<file path="src/rtl/jcsa_pipe_adder_if.sv">
// Operand/result handshake bundle for jcsa_pipe_adder; the overflow flag is
// present only when JCSA_OVF_EN is defined.
interface jcsa_pipe_adder_if #(
   parameter int WIDTH = 16,
   parameter int NBLK  = 4
);
   logic             in_valid;
   logic             in_ready;
   logic [WIDTH-1:0] A;
   logic [WIDTH-1:0] B;
   logic             carryin;
   logic             out_valid;
   logic             out_ready;
   logic [WIDTH-1:0] Y;
   logic             carryout;
   logic [NBLK-1:0]  skip;
`ifdef JCSA_OVF_EN
   logic             overflow;
`endif

   modport master (
      output in_valid, A, B, carryin, out_ready,
      input  in_ready, out_valid, Y, carryout, skip
`ifdef JCSA_OVF_EN
      , overflow
`endif
   );

   modport slave (
      input  in_valid, A, B, carryin, out_ready,
      output in_ready, out_valid, Y, carryout, skip
`ifdef JCSA_OVF_EN
      , overflow
`endif
   );
endinterface

</file>
<file path="src/rtl/jcsa_pipe_adder.sv">
// Carry-skip adder pipelined one BLOCK-bit slice per stage: latency NBLK, full
// throughput, whole pipe stalls when the output is held. JCSA_OVF_EN adds overflow.
module jcsa_pipe_adder #(
   parameter int WIDTH = 16,
   parameter int BLOCK = 4
) (
   input  logic             clk,
   input  logic             rst,
   jcsa_pipe_adder_if.slave io
);
   localparam int BLK_SAFE = (BLOCK < 1) ? 1 : BLOCK;
   localparam int NBLK     = WIDTH / BLK_SAFE;

   if ((BLOCK < 1) || ((WIDTH % BLK_SAFE) != 0)) begin : g_bad_cfg
      $error("jcsa_pipe_adder: WIDTH must be a positive multiple of BLOCK");
   end

   logic en;
   assign en          = !io.out_valid || io.out_ready;
   assign io.in_ready = en;

   // Stage k adds bits [HI-1:LO]; it keeps the finished low sum bits and only
   // the operand bits that later stages still need.
   for (genvar k = 0; k < NBLK; k++) begin : g_st
      localparam int LO = k * BLOCK;
      localparam int HI = LO + BLOCK;

      logic [WIDTH-LO-1:0] a_src, b_src;
      logic                c_src, v_src;
      logic [BLOCK-1:0]    prop, bsum;
      logic                rc, c_d;
      logic [HI-1:0]       sum_d, sum_q;
      logic [k:0]          skp_d, skp_q;
      logic                c_q, v_q;

      if (k == 0) begin : g_src
         assign a_src = io.A;
         assign b_src = io.B;
         assign c_src = io.carryin;
         assign v_src = io.in_valid;
         assign sum_d = bsum;
         assign skp_d = &prop;
      end else begin : g_src
         assign a_src = g_st[k-1].g_op.a_q;
         assign b_src = g_st[k-1].g_op.b_q;
         assign c_src = g_st[k-1].c_q;
         assign v_src = g_st[k-1].v_q;
         assign sum_d = {bsum, g_st[k-1].sum_q};
         assign skp_d = {&prop, g_st[k-1].skp_q};
      end

      assign prop = a_src[BLOCK-1:0] ^ b_src[BLOCK-1:0];

      always_comb begin : ripple
         logic c;
         c = c_src;
         for (int i = 0; i < BLOCK; i++) begin
            bsum[i] = prop[i] ^ c;
            c       = (a_src[i] & b_src[i]) | (prop[i] & c);
         end
         rc = c;
      end

      // Skip mux: an all-propagate block passes its carry-in straight through.
      assign c_d = (&prop) ? c_src : rc;

      always_ff @(posedge clk) begin
         if (rst) begin
            v_q   <= 1'b0;
            c_q   <= 1'b0;
            sum_q <= '0;
            skp_q <= '0;
         end else if (en) begin
            v_q   <= v_src;
            c_q   <= c_d;
            sum_q <= sum_d;
            skp_q <= skp_d;
         end
      end

      if (k < NBLK - 1) begin : g_op
         logic [WIDTH-HI-1:0] a_q, b_q;
         always_ff @(posedge clk) begin
            if (rst) begin
               a_q <= '0;
               b_q <= '0;
            end else if (en) begin
               a_q <= a_src[WIDTH-LO-1:BLOCK];
               b_q <= b_src[WIDTH-LO-1:BLOCK];
            end
         end
      end
   end

   assign io.out_valid = g_st[NBLK-1].v_q;
   assign io.Y         = g_st[NBLK-1].sum_q;
   assign io.carryout  = g_st[NBLK-1].c_q;
   assign io.skip      = g_st[NBLK-1].skp_q;

`ifdef JCSA_OVF_EN
   // Carry into the MSB is recovered as sum_msb ^ propagate_msb.
   logic ovf_q;
   always_ff @(posedge clk) begin
      if (rst)
         ovf_q <= 1'b0;
      else if (en)
         ovf_q <= g_st[NBLK-1].bsum[BLOCK-1] ^ g_st[NBLK-1].prop[BLOCK-1]
                  ^ g_st[NBLK-1].c_d;
   end
   assign io.overflow = ovf_q;
`endif
endmodule

</file>
<file path="src/flat_wrapper.sv">
// flat-port wrapper written by rule: the top's interface ports become plain ports
module jcsa_pipe_adder_flat 
#(
   parameter int WIDTH = 16,
   parameter int BLOCK = 4
)
  (clk, rst, io_in_valid, io_A, io_B, io_carryin, io_out_ready, io_in_ready, io_out_valid, io_Y, io_carryout, io_skip);
  jcsa_pipe_adder_if #(.WIDTH(WIDTH), .NBLK((4))) io_i ();
  input  logic clk;
  input  logic rst;
  input wire logic [$bits(io_i.in_valid)-1:0] io_in_valid;
  input wire logic [$bits(io_i.A)-1:0] io_A;
  input wire logic [$bits(io_i.B)-1:0] io_B;
  input wire logic [$bits(io_i.carryin)-1:0] io_carryin;
  input wire logic [$bits(io_i.out_ready)-1:0] io_out_ready;
  output wire logic [$bits(io_i.in_ready)-1:0] io_in_ready;
  output wire logic [$bits(io_i.out_valid)-1:0] io_out_valid;
  output wire logic [$bits(io_i.Y)-1:0] io_Y;
  output wire logic [$bits(io_i.carryout)-1:0] io_carryout;
  output wire logic [$bits(io_i.skip)-1:0] io_skip;
  assign io_i.in_valid = io_in_valid;
  assign io_i.A = io_A;
  assign io_i.B = io_B;
  assign io_i.carryin = io_carryin;
  assign io_i.out_ready = io_out_ready;
  assign io_in_ready = io_i.in_ready;
  assign io_out_valid = io_i.out_valid;
  assign io_Y = io_i.Y;
  assign io_carryout = io_i.carryout;
  assign io_skip = io_i.skip;
  jcsa_pipe_adder #(.WIDTH(WIDTH), .BLOCK(BLOCK)) u_core (.clk(clk), .rst(rst), .io(io_i));
endmodule
</file>
<file path="config.mk">
export PLATFORM = sky130hd
export DESIGN_NAME = jcsa_pipe_adder_flat
export DESIGN_NICKNAME = d
export VERILOG_FILES = /design/src/rtl/jcsa_pipe_adder_if.sv /design/src/rtl/jcsa_pipe_adder.sv /design/src/flat_wrapper.sv
export SDC_FILE = /design/constraint.sdc
export NUM_CORES = 1
export LEC_CHECK = 0
export CAP_MARGIN = 10
export CORE_ASPECT_RATIO = 1.25
export CORE_MARGIN = 2
export CORE_UTILIZATION = 57
export DETAILED_ROUTE_END_ITERATION = 6
export DONT_BUFFER_PORTS = 1
export PLACE_DENSITY = 0.74
export SETUP_SLACK_MARGIN = 0.3
export SLEW_MARGIN = 20
export SYNTH_ARGS = -nofsm -noshare
export SYNTH_HDL_FRONTEND = slang
export SYNTH_SLANG_ARGS = --single-unit
</file>
<file path="constraint.sdc">
create_clock -name clk -period 3.8 [get_ports clk]
set_input_delay 0.57 -clock clk [delete_from_list [all_inputs] [get_ports clk]]
set_output_delay 0.57 -clock clk [all_outputs]
set_load 0.01 [all_outputs]
</file>
==> Flow_metrics.wiki <==
{| class="wikitable"
! Metric !! Value
|-
| Number of buffers created by CTS || 9
|-
| Clock Path Buffers || 2
|-
| Total of hold buffers inserted after clock tree synthesis || 0
|-
| CTS Root Buffer Type || sky130_fd_sc_hd__clkbuf_8
|-
| Final hold violation count || 0
|-
| Most frequent CP cell || sky130_fd_sc_hd__fa_1
|-
| Worst slew margin relative to its limit || 0.330
|-
| Final antenna-violating net count || 0
|-
| Share of final-layout standard cells stronger than drive strength 1 || 0.0558
|-
| Capturing point of the worst reg2reg path || u_core.io.carryout$_SDFFE_PP0P_
|-
| WL final || 7960 µm
|-
| Grt ovf || 0
|-
| Cells along the critical path || inv_1 > fa_1 > inv_1 > fa_1 > fa_1 > inv_1 > fa_1 > nor4_1 > a311o_1
|-
| Hold Path Sink || u_core.io.Y[12]$_SDFFE_PP0P_
|-
| Pwr/cell area || 455 nW/µm²
|-
| Height of the die || roughly 100 µm
|-
| Die outline area || between 8000 and 9000 µm²
|-
| Final setup viols || 0
|-
| Worst-skew pair later-pin latency || approximately 0.36 ns
|-
| Std cell rows || 35
|-
| Routed via count divided by cell count || roughly 5.2
|-
| Final critical-path share of the clock period || 0.610
|-
| Port Buffer Count || 0
|-
| Overall fraction of global-route tracks in use || 0.204
|-
| CTS H-tree lvls || 3
|-
| Yosys warning count || 0
|-
| Largest clock skew in the final design || 0.0123 ns
|-
| Number of global-route vias before repair || just under 3000
|-
| Total of cells resized after clock tree synthesis || 0
|-
| Worst reg2reg startpoint || u_core.g_st[2].g_op.b_q[0]$_SDFFE_PP0P_
|-
| Number of antenna violations at the first check in global routing || 0
|-
| Part of the power in the clock network || 0.360
|-
| Count of nets after finishing || ~570
|-
| Vias post-DR || roughly 3100
|-
| Register clock-pin slew on the reported worst setup and hold paths || ~0.10 ns
|-
| Wire length per cell after detailed routing || between 10 and 15 µm
|-
| I/O pin count || 60
|-
| Antenna diode count || 0
|-
| Cell with the largest stage delay on the worst path || sky130_fd_sc_hd__fa_1
|-
| Max IR drop VDD || between 0.2 and 0.25 mV
|-
| Count of cells along the worst register-to-register path || 9
|-
| Total Negative Setup Slacks || 0 ns
|-
| Maximum fanout along the worst path || 3
|-
| Largest net degree at the start of global routing || between 100 and 150
|-
| Int Power || around 0.0016 W
|-
| Max stage delay on crit path || about 0.42 ns
|-
| Cell type group with the largest total delay on the critical path || adder cells
|-
| Data arrival, critical path || roughly 2.6 ns
|-
| Hold path startpoint || rst
|-
| Reg-to-reg setup timing slack || 1.48 ns
|-
| Horiz. Die Dim || ~83 µm
|-
| Detailed Routing Iterations Pass 1 || 4
|-
| Area of the core region || between 7000 and 8000 µm²
|-
| Post-synthesis cell count || about 520
|-
| Fin. max-slew vios || 0
|-
| Startpoint-to-endpoint class of the critical path || reg -> reg
|-
| Flip-flop and latch count after synthesis || 106
|-
| Net Sw Power || about 0.00048 W
|-
| Initial DRC Count || about 180
|-
| Req. time, crit path || 4.11 ns
|-
| Synth unique cells || 24
|-
| Number of max-capacitance violations reported || 0
|-
| Launching instance or port of the critical path || u_core.g_st[2].g_op.b_q[0]$_SDFFE_PP0P_
|-
| Critical path capture point type || register
|-
| Seq/Total Area, Yosys || 0.483
|-
| Area growth from synthesis to layout || 3.73%
|-
| Number of stages on the worst hold path || 1
|-
| Fraction of power spent switching nets || 0.230
|-
| Tightest Pin Transition || between 1 and 1.5 ns
|-
| Worst Setup Start Kind || register
|-
| Worst Path Buf+Inv || 3
|-
| Netlist Area Pre-Place || about 4400 µm²
|-
| Setup repair after global routing missed its margin || false
|-
| Utilization after layout || 0.612
|-
| Worst-case hold slack || around 0.26 ns
|-
| Initial core utilization || 0.590
|-
| Clock sink count || 106
|-
| Post-synth net total || a little under 600
|-
| Classification of the worst-slack hold path || in -> reg
|-
| Logic pwr share || 0.059
|-
| Highest attainable clock frequency || around 430 MHz
|-
| Postcts setup bufs || 0
|-
| TritonCTS clock tree || done
|-
| Post-DP HPWL || 5280 µm
|-
| Weighted congestion at the end of routability-driven global placement || between 0.7 and 0.8
|-
| Mean Syn Cell Area || approximately 8.5 µm²
|-
| Post-layout min period || about 2.3 ns
|-
| Outcome || complete, no violations
|-
| Reg power frac || 0.581
|-
| Remaining routing DRC violations || 0
|-
| Global-route wire length before repair || between 10000 and 15000 µm
|-
| Total leakage power || approximately 1.8 nW
|}
-- registers in the layout, indices dropped and copies added (netlist names) --
register and cells:
u_core.g_st.g_op.a_q 24, u_core.g_st.g_op.b_q 24, u_core.g_st.sum_q 24, u_core.io.Y 16
u_core.g_st.skp_q 6, u_core.io.skip 4, u_core.g_st.c_q 3, u_core.g_st.v_q 3
u_core.io.carryout 1, u_core.io.out_valid 1
-- through the flow --
stage / setup slack, ns / total power (W) / cell area (µm²) / std cells
finish: 1.48 / 0.00207 / 4550 / 594
global route: 1.35 / 0.00216 / 4550 / 594
CTS: 1.45 / 0.00209 / 4550 / 594
detailed placement: 1.41 / 0.00135 / 4340 / 578
global placement: 1.46 / 0.00135 / 4340 / 578
floorplan: 1.51 / 0.00133 / 4390 / 518
-- Yosys cell counts (all sizes together) --
master	n	area (µm²)
o21a	1	7.51
nand2b	1	6.26
nor2	12	45.0
nor3	2	10.0
inv	29	109
nor2b	1	13.8
a221o	2	20.0
ha	16	200
buf	26	159
fa	16	320
nand4	1	6.26
a311o	1	10.0
clkbuf	9	33.8
mux2i	1	10.0
a21oi	94	470
and4	3	26.3
nor4	3	18.8
dfxtp	106	2120
nand2	185	694
a211oi	8	100
nor3b	1	7.51
-- how the worst max path moves through the flow --
| stage | cells past startpoint | slack [ns] | to |
|---|---|---|---|
| floorplan | 8 | 1.51 | u_core.g_st[0].sum_q[3]$_SDFFE_PP0P_ |
| global placement | 8 | 1.46 | u_core.g_st[0].sum_q[3]$_SDFFE_PP0P_ |
| detailed placement | 8 | 1.41 | u_core.g_st[0].sum_q[3]$_SDFFE_PP0P_ |
| CTS | 9 | 1.45 | u_core.io.carryout$_SDFFE_PP0P_ |
| global route | 9 | 1.35 | u_core.io.carryout$_SDFFE_PP0P_ |
| finish | 9 | 1.48 | u_core.io.carryout$_SDFFE_PP0P_ |
-- worst reg2reg max path, stage by stage (launching register included) --
cell and delay (ns):
sky130_fd_sc_hd__dfxtp_1 0.37, sky130_fd_sc_hd__inv_1 0.07, sky130_fd_sc_hd__fa_1 0.42, sky130_fd_sc_hd__inv_1 0.09
sky130_fd_sc_hd__fa_1 0.20, sky130_fd_sc_hd__fa_1 0.18, sky130_fd_sc_hd__inv_1 0.06, sky130_fd_sc_hd__fa_1 0.40
sky130_fd_sc_hd__nor4_1 0.32, sky130_fd_sc_hd__a311o_1 0.16
-- power groups by stage --
stage          Combinational (W)  Sequential, W  Clock, W
2_1_floorplan           0.000114        0.00122         0
3_3_place_gp            0.000118        0.00123         0
3_5_place_dp            0.000123        0.00123         0
4_1_cts                 0.000124        0.00121  0.000762
5_1_grt                 0.000142        0.00121  0.000801
6_report                0.000121        0.00121  0.000747
-- logic make-up after synthesis --
logic type | count (synthesis) | share of synthesized area
fa+ha+maj | 32 | 0.119
buf+inv | 64 | 0.0687
compound gates | 106 | 0.139
mux | 1 | 0.00228
flops | 106 | 0.483
simple gates | 209 | 0.189
-- layout by cell type, fill, tap and decap left out --
master and instances:
sky130_fd_sc_hd__nand2_1 185, sky130_fd_sc_hd__dfxtp_1 106, sky130_fd_sc_hd__a21oi_1 94, sky130_fd_sc_hd__inv_1 28, sky130_fd_sc_hd__fa_1 16, sky130_fd_sc_hd__ha_1 16
sky130_fd_sc_hd__nor2_1 12, sky130_fd_sc_hd__clkbuf_8 9, sky130_fd_sc_hd__a211oi_2 8, sky130_fd_sc_hd__and4_1 3, sky130_fd_sc_hd__nor4_1 3, sky130_fd_sc_hd__buf_4 3
sky130_fd_sc_hd__clkinv_2 2, sky130_fd_sc_hd__nor3_1 2, sky130_fd_sc_hd__a221o_1 2, sky130_fd_sc_hd__bufinv_16 2, sky130_fd_sc_hd__nor2b_4 1, sky130_fd_sc_hd__mux2i_1 1
sky130_fd_sc_hd__o21a_1 1, sky130_fd_sc_hd__nor3b_1 1, sky130_fd_sc_hd__a311o_1 1, sky130_fd_sc_hd__nand4_1 1, sky130_fd_sc_hd__nand2b_1 1, sky130_fd_sc_hd__inv_6 1
sky130_fd_sc_hd__clkinv_4 1, sky130_fd_sc_hd__clkinvlp_4 1, sky130_fd_sc_hd__clkbuf_1 1
-- routing by layer --
layer	share of wire	vias up	track usage
met5	0	-	0
met4	0.013	0	0.0694
met3	0.034	7	0.0468
met2	0.52	46	0.342
met1	0.44	1435	0.257
li1	-	1608	-
-- area by class of cell --
class	count	area, µm²
multi-input combinational	348	1970
sequential	106	2120
clock inverter	6	90.1
inverter	29	110
timing repair buffer	3	22.5
clock buffer	10	128
fill	674	2890
tap	92	115
Power figures use the tool's default switching activity.
